`config.mk`:
```
export PLATFORM = sky130hd
export DESIGN_NAME = bus_dev_port
export DESIGN_NICKNAME = d
export VERILOG_FILES = /design/src/rtl/bus_dev_pkg.sv /design/src/rtl/bus_dev_fifo.sv /design/src/rtl/bus_dev_port.sv
export SDC_FILE = /design/constraint.sdc
export NUM_CORES = 1
export LEC_CHECK = 0
export CORE_UTILIZATION = 40
export CTS_CLUSTER_SIZE = 16
export DETAILED_ROUTE_END_ITERATION = 8
export SLEW_MARGIN = 10
export SYNTH_ARGS = -nofsm -noshare
export SYNTH_HDL_FRONTEND = slang
export SYNTH_HIERARCHICAL = 1
export SYNTH_SLANG_ARGS = --single-unit
```
`constraint.sdc`:
```
create_clock -name clk -period 3.4 [get_ports clk]
set_clock_uncertainty 0.05 [all_clocks]
set_input_delay 0.34 -clock clk [delete_from_list [all_inputs] [get_ports clk]]
set_output_delay 0.34 -clock clk [all_outputs]
set_load 0.02 [all_outputs]
```
`src/rtl/bus_dev_pkg.sv`:
```
// Shared constants, error-bit indices and packet helpers for the bus device port.
package bus_dev_pkg;

  localparam int unsigned ID_W      = 8;
  localparam int unsigned ERR_W     = 3;
  localparam int unsigned MAX_PKT_W = 64;

  localparam logic [ID_W-1:0] BROADCAST_ID = 8'hFF;

  typedef enum logic [1:0] {
    ERR_POP_UNDERFLOW = 2'd0,
    ERR_TX_OVF        = 2'd1,
    ERR_RX_DROP       = 2'd2
  } err_idx_e;

  // Packets narrower than MAX_PKT_W are passed zero-extended with their true width.
  function automatic logic [ID_W-1:0] dest_of(input logic [MAX_PKT_W-1:0] pkt,
                                              input int unsigned           pkt_w);
    logic [MAX_PKT_W-1:0] shifted;
    shifted = pkt >> (pkt_w - ID_W);
    return shifted[ID_W-1:0];
  endfunction

endpackage

```
`src/rtl/bus_dev_fifo.sv`:
```
// First-word-fall-through synchronous FIFO with occupancy count.
module bus_dev_fifo
  import bus_dev_pkg::*;
#(
  parameter int unsigned W     = 16,
  parameter int unsigned DEPTH = 8
) (
  input  logic                         clk,
  input  logic                         rst,
  input  logic                         wr,
  input  logic [W-1:0]                 wdata,
  input  logic                         rd,
  output logic [W-1:0]                 rdata,
  output logic                         full,
  output logic                         empty,
  output logic [$clog2(DEPTH+1)-1:0]   cnt
);

  localparam int unsigned AW = $clog2(DEPTH);
  localparam int unsigned CW = $clog2(DEPTH+1);

  logic [W-1:0]  mem [DEPTH];
  logic [AW-1:0] wr_ptr;
  logic [AW-1:0] rd_ptr;
  logic          do_rd;
  logic          do_wr;

  // A read frees a slot in the same cycle, so a write while full is accepted alongside it.
  assign do_rd = rd && !empty;
  assign do_wr = wr && (!full || do_rd);

  assign empty = (cnt == '0);
  assign full  = (cnt == CW'(DEPTH));
  assign rdata = empty ? '0 : mem[rd_ptr];

  always_ff @(posedge clk or posedge rst) begin
    if (rst) begin
      wr_ptr <= '0;
      rd_ptr <= '0;
      cnt    <= '0;
    end else begin
      if (do_wr) wr_ptr <= wr_ptr + 1'b1;
      if (do_rd) rd_ptr <= rd_ptr + 1'b1;
      case ({do_wr, do_rd})
        2'b10:   cnt <= cnt + 1'b1;
        2'b01:   cnt <= cnt - 1'b1;
        default: cnt <= cnt;
      endcase
    end
  end

  always_ff @(posedge clk) begin
    if (do_wr) mem[wr_ptr] <= wdata;
  end

endmodule

```
`src/rtl/bus_dev_port.sv`:
```
// Device-side endpoint of the bus arbiter protocol: TX FIFO toward the arbiter, RX FIFO from it.
// Optional destination filtering on receive is enabled by defining BUS_DEV_RX_FILTER_EN.
module bus_dev_port
  import bus_dev_pkg::*;
#(
  parameter int unsigned     pckg_sz   = 16,
  parameter int unsigned     depth     = 8,
  parameter logic [ID_W-1:0] dev_id    = '0,
  parameter logic [ID_W-1:0] broadcast = BROADCAST_ID
) (
  input  logic                         clk,
  input  logic                         reset,
  input  logic                         tx_wr,
  input  logic [pckg_sz-1:0]           tx_data,
  output logic                         tx_full,
  input  logic                         rx_rd,
  output logic [pckg_sz-1:0]           rx_data,
  output logic                         rx_empty,
  output logic                         pndng,
  output logic [pckg_sz-1:0]           D_pop,
  input  logic                         pop,
  input  logic                         push,
  input  logic [pckg_sz-1:0]           D_push,
  output logic [$clog2(depth+1)-1:0]   tx_cnt,
  output logic [$clog2(depth+1)-1:0]   rx_cnt,
  output logic [ERR_W-1:0]             err,
  input  logic                         err_clr
);

  logic             tx_empty;
  logic             rx_full;
  logic             rx_accept;
  logic             rx_push;
  logic [ERR_W-1:0] err_next;

`ifdef BUS_DEV_RX_FILTER_EN
  logic [ID_W-1:0] dest;
  assign dest      = dest_of(MAX_PKT_W'(D_push), pckg_sz);
  assign rx_accept = (dest == dev_id) || (dest == broadcast);
`else
  assign rx_accept = 1'b1;
`endif

  assign rx_push = push && rx_accept;
  assign pndng   = !tx_empty;

  bus_dev_fifo #(.W(pckg_sz), .DEPTH(depth)) u_tx_fifo (
    .clk   (clk),
    .rst   (reset),
    .wr    (tx_wr),
    .wdata (tx_data),
    .rd    (pop),
    .rdata (D_pop),
    .full  (tx_full),
    .empty (tx_empty),
    .cnt   (tx_cnt)
  );

  bus_dev_fifo #(.W(pckg_sz), .DEPTH(depth)) u_rx_fifo (
    .clk   (clk),
    .rst   (reset),
    .wr    (rx_push),
    .wdata (D_push),
    .rd    (rx_rd),
    .rdata (rx_data),
    .full  (rx_full),
    .empty (rx_empty),
    .cnt   (rx_cnt)
  );

  // Clear is applied first so an error event in the same cycle keeps its bit set.
  always_comb begin
    err_next = err_clr ? '0 : err;
    if (pop && tx_empty)                 err_next[ERR_POP_UNDERFLOW] = 1'b1;
    if (tx_wr && tx_full && !pop)        err_next[ERR_TX_OVF]        = 1'b1;
    if (rx_push && rx_full && !rx_rd)    err_next[ERR_RX_DROP]       = 1'b1;
  end

  always_ff @(posedge clk or posedge reset) begin
    if (reset) err <= '0;
    else       err <= err_next;
  end

endmodule

```
# ---- Word level (Yosys, flattened, before mapping)
# Memories as Yosys holds them, arrays and structs flattened.
# Cells that the tools add are included.
dict set report totals {
  ramBits 256
  output_inout_bits 46
  in_bits 39
  latch_bits 0
  romBits 0
  memories 2
  elab_cells 61
  register_bits 23
}
# name depth word_bits rd rd_clocked_by_memory_dff write_ports line_no
set memory_table {}
lappend memory_table {u_rx_fifo.mem 8 16 1 0 1 bus_dev_fifo.sv:22} ;# logic [W-1:0] mem [DEPTH];
lappend memory_table {u_tx_fifo.mem 8 16 1 0 1 bus_dev_fifo.sv:22}
dict set report classes {
  n_bitwise 0
  n_addsub 8
  n_mux 12
  n_div 0
  multipliers 0
  n_eq_ne 6
  reduce_logical 24
  shifts 0
  order_cmp 0
}
# op count
set ops {}
lappend ops {{16-bit 2-to-1 mux} 2}
lappend ops {{4-bit case mux with 2 select lines} 2}
lappend ops {{3-bit by 1-bit adder with 3-bit output (second input constant)} 4}
lappend ops {{2-bit nonzero test} 5}
lappend ops {{1-bit logical AND} 9}
lappend ops {{4-bit by 1-bit adder with 4-bit output (second input constant)} 2}
lappend ops {{4-bit equality test (second input constant)} 2}
lappend ops {{4-bit logical NOT} 2}
lappend ops {{4-bit by 1-bit subtractor with 4-bit output (second input constant)} 2}
lappend ops {{1-bit 2-to-1 mux} 7}
lappend ops {{1-bit logical NOT} 6}
lappend ops {{2-bit by 1-bit equality test with 1-bit output (second input constant)} 2}
lappend ops {{2-bit equality test (second input constant)} 2}
lappend ops {{3-bit 2-to-1 mux} 1}
lappend ops {{1-bit logical OR} 2}

# ---- Logic depth before layout (Yosys ltp)
dict set report depth {
  depth_word 7
  mapped_depth 10
}

# ---- Hierarchy
# The synthesis kept the hierarchy.
# mod instances seq_area_each_um2 area_each_um2 cells_per_inst
set modules_own_cells {}
lappend modules_own_cells {bus_dev_fifo 2 4093.9 5541.6 275}
lappend modules_own_cells {bus_dev_port 1 75.1 122.6 14}

# ---- Worst setup path before layout
# Ideal clock, no wire load.
dict set report synth_timing {
  kind {reg-to-reg}
  from {register u_rx_fifo.cnt[1]}
  to {memory u_rx_fifo.mem[0][0], enable pin}
  stages_incl_launch_ff 6
  period_less_slack_ns 2.650
  path_buffers 1
  setup_slack_ns 0.750
  t_arrival_ns 2.191
  setup_time_ns 0.409
  path_cell_list {dfrtp_1 -> or3_1 -> buf_6 -> o21a_1 -> nand2b_1 -> nor3_1}
}
dict set report synth_between {
  elab_chain_len 7
  elab_cells_between_ends 9
}
# element line_no
set synth_rtl {}
lappend synth_rtl {{from (decl)} bus_dev_fifo.sv:16} ;# output logic [$clog2(DEPTH+1)-1:0] cnt
lappend synth_rtl {{from (signal assigned)} bus_dev_fifo.sv:45} ;# 2'b10: cnt <= cnt + 1'b1;
lappend synth_rtl {{from (signal assigned)} bus_dev_fifo.sv:46} ;# 2'b01: cnt <= cnt - 1'b1;
lappend synth_rtl {{from (signal assigned)} bus_dev_fifo.sv:47} ;# default: cnt <= cnt;
lappend synth_rtl {{4-bit logical NOT} bus_dev_fifo.sv:32} ;# assign empty = (cnt == '0);
lappend synth_rtl {{1-bit logical NOT} bus_dev_fifo.sv:29} ;# assign do_rd = rd && !empty;
lappend synth_rtl {{1-bit logical AND} bus_dev_fifo.sv:29}
lappend synth_rtl {{1-bit logical OR *} bus_dev_fifo.sv:30} ;# assign do_wr = wr && (!full || do_rd);
lappend synth_rtl {{1-bit logical AND *} bus_dev_fifo.sv:30}
lappend synth_rtl {{1-bit 2-to-1 mux *} bus_dev_fifo.sv:53} ;# if (do_wr) mem[wr_ptr] <= wdata;
lappend synth_rtl {{1-bit 2-to-1 mux (not written as such) *} bus_dev_fifo.sv:53}
lappend synth_rtl {{to (decl)} bus_dev_fifo.sv:22}
# Mark *: on every way between the ends. The rest lies on a longest branch, timed or not.

# ---- Final worst setup path
dict set report layout_timing {
  from {register u_tx_fifo.rd_ptr[0]}
  to {output D_pop[6]}
}
dict set report layout_between {
  elab_chain_len 2
}
# element line_no
set layout_rtl {}
lappend layout_rtl {{from (decl)} bus_dev_fifo.sv:24} ;# logic [AW-1:0] rd_ptr;
lappend layout_rtl {{from (signal assigned)} bus_dev_fifo.sv:43} ;# if (do_rd) rd_ptr <= rd_ptr + 1'b1;
lappend layout_rtl {{memory read 8 x 16 bit} n/a}
lappend layout_rtl {{16-bit 2-to-1 mux} bus_dev_fifo.sv:34} ;# assign rdata = empty ? '0 : mem[rd_ptr];
lappend layout_rtl {{to (decl)} bus_dev_port.sv:20} ;# output logic [pckg_sz-1:0] D_pop,
# Every way passes these cells.

==> out/results.tsv <==
metric	value	unit
grt_overflow	0	
core_area	27300	um^2
yosys-top-cells-area	edfxtp_1 69%, mux4_2 13%, dfrtp_1 5.1%	
worst_pin_slew	0.514	ns
first_pass_iters	4	
relSlewSlack	65.7	%
async_reset_ff_share	8.24	%
cp-end-kind	output pin	
die_h	169	um
power_density	878	nW/um^2
ir_worst_vdd	0.569	mV
cts_tree	done	
synthFlopType	edfxtp_1	
yosysMostFrequentCell	edfxtp_1	
insertion_delay	0.53	ns
post-route-util	49.5	%
die_w	169	um
synth_area	11200	um^2
ctsHtreeMaxLevel	1	
crit_type	reg -> out	
drive_gt1_share	21.6	%
antenna_found_initial	1	
syn_nets	613	
ctsHoldBuffers	1	
synth_edf_count	256	
yosysSeqAreaShare	73.7	%
dr_total_vias	5426	
synth_common_cells	256 x edfxtp_1, 64 x mux4_2, 50 x nor2_1, 34 x mux2i_1, 23 x dfrtp_1	
rsz0062_at_grt	false	
grt_pass1_wl	33700	um
power_leakage	4.59	nW
ys_seq_elements	279	
area_delta_synth_final	20.4	%
portBuffers	84	
cts_sinks	279	
worstPathMaxFanout	18	
cts_made_buffers	29	
start_kind	flip-flop	
avgViaCountPerCell	5.05	
dpl.hpwl	12900	um
timing.fmax	326	MHz
synth_cell_types	35	
status	finished clean	
cts_buffer_depth	3	
synth_top_area_cell	edfxtp_1	
clk_pin_slew	0.06	ns
min_path_type	in -> reg	
drc	0	
setup_viol	0	
syn_area_per_cell	19.9	um^2
power	11.9	mW
hold_violations	0	
post_cts_resized	0	
cts_setup_buffers	0	
cp.required	3.01	ns
grt.total_usage	15.6	%
postPlaceCellArea	12600	um^2
finalCriticalPeriod	3.07	ns
drv_slew	0	
max_cap_violations	0	
drtIter0Drc	368	
grt_max_degree	35	
finalCritPeriodShare	90.2	%
ant_nets	0	
grt_pass1_vias	5905	
finalSetupTns	0	ns
final_area	13500	um^2
cts-root-buf	clkbuf_16	
io_pins	85	
n_antenna_cell	0	
synthDominantCellAreaShare	68.6	%
num_rows	60	
nNetsFinal	732	
yosysWarnings	6	
start_util	41.1	%
gp_congestion	0.737	
synth_cells	564	
drt_wl_total	21500	um
wl_per_cell	20.0	um
cp.arrival	2.68	ns
dieArea	28700	um^2
## kinds of logic after synthesis
logic type	count (synthesis)	share of synthesized area, %
AND/OR/NAND/NOR	91	3.49
XOR/XNOR	12	0.938
flip-flops	279	73.7
adder cells (fa/ha/maj)	10	1.25
AO/OA/AOI/OAI	25	1.94
multiplexers	102	16.4
buffers and inverters	45	2.27
## sequential cells by signal, indices dropped and copies added (netlist names)
register and flops:
u_rx_fifo/mem 128, u_tx_fifo/mem 128, u_rx_fifo/cnt 4, u_tx_fifo/cnt 4, err 3, u_rx_fifo/rd_ptr 3
u_rx_fifo/wr_ptr 3, u_tx_fifo/rd_ptr 3, u_tx_fifo/wr_ptr 3
## cell usage in the layout, fill, tap and decap left out, drive strengths merged, types with 2 or more instances in the layout
cell	instances
edfxtp	256
clkdlybuf4s50	84
mux4	64
nor2	52
mux2i	34
clkbuf	33
buf	29
dfrtp	23
inv	19
nand2	19
clkinv	15
nand2b	10
xnor2	8
ha	8
o21ai	7
or3	4
xor2	4
o21a	4
nor3	4
o22ai	4
mux2	4
bufinv	2
a31oi	2
a211oi	2
o2111ai	2
nor2b	2
o211ai	2
o221ai	2
fa	2
## layer usage
| layer | GRT usage (%) | share of wire, % | wire, um | vias to the layer above |
|---|---|---|---|---|
| li1 | - | - | - | 2482 |
| met1 | 19.6 | 42 | 8920 | 2788 |
| met2 | 27.9 | 52 | 11100 | 117 |
| met3 | 2.99 | 4.7 | 1010 | 37 |
| met4 | 3.80 | 2.0 | 422 | 2 |
| met5 | 0 | 0.061 | 13 | - |
## worst max-delay path, cell delays in order (launching register included)
cell             delay [ns]
dfrtp_2                0.46
buf_12                 0.22
mux4_2                 0.52
mux2i_1                0.28
nor2_1                 0.09
clkdlybuf4s50_1        0.55
## final timing paths
check | to | cells past startpoint | startpoint | slack [ns]
setup / recovery | D_pop[6] | 5 | u_tx_fifo/rd_ptr[0] | 0.33
max in group asynchronous | u_rx_fifo/rd_ptr[0] | 3 | reset | 2.31
hold reg to reg | u_rx_fifo/rd_ptr[2] | 1 | u_rx_fifo/rd_ptr[2] | 0.42
setup reg to reg | u_rx_fifo/cnt[3] | 9 | u_rx_fifo/cnt[0] | 0.60
min in group asynchronous | err[0] | 3 | reset | 0.54
hold / removal | err[0] | 2 | err_clr | 0.39
## where the power goes
part           internal, mW  total, mW  switching, mW
clock network          1.70       2.92           1.22
registers              4.29       4.54          0.246
logic                  2.15       4.40           2.25
total                  8.14       11.9           3.72
## cell type report
type | count | area [um^2]
inverters | 19 | 71.3
clock buffers | 33 | 741
repair buffers | 114 | 1110
flip-flops and latches | 279 | 8270
fillers | 2251 | 13800
multi-input cells | 240 | 2710
clock inverters | 18 | 139
well taps | 372 | 465
## stage by stage
| stage | hold slack [ns] | cells | worst slack, ns |
|---|---|---|---|
| after floorplan | 0.0436 | 564 | 0.750 |
| after global placement | 0.409 | 1023 | 0.730 |
| after detailed placement | 0.409 | 1023 | 0.617 |
| after CTS | 0.371 | 1075 | 0.237 |
| after global routing | 0.387 | 1075 | 0.120 |
| final | 0.395 | 1075 | 0.334 |
No activity file was read; power rests on OpenSTA's default activity.
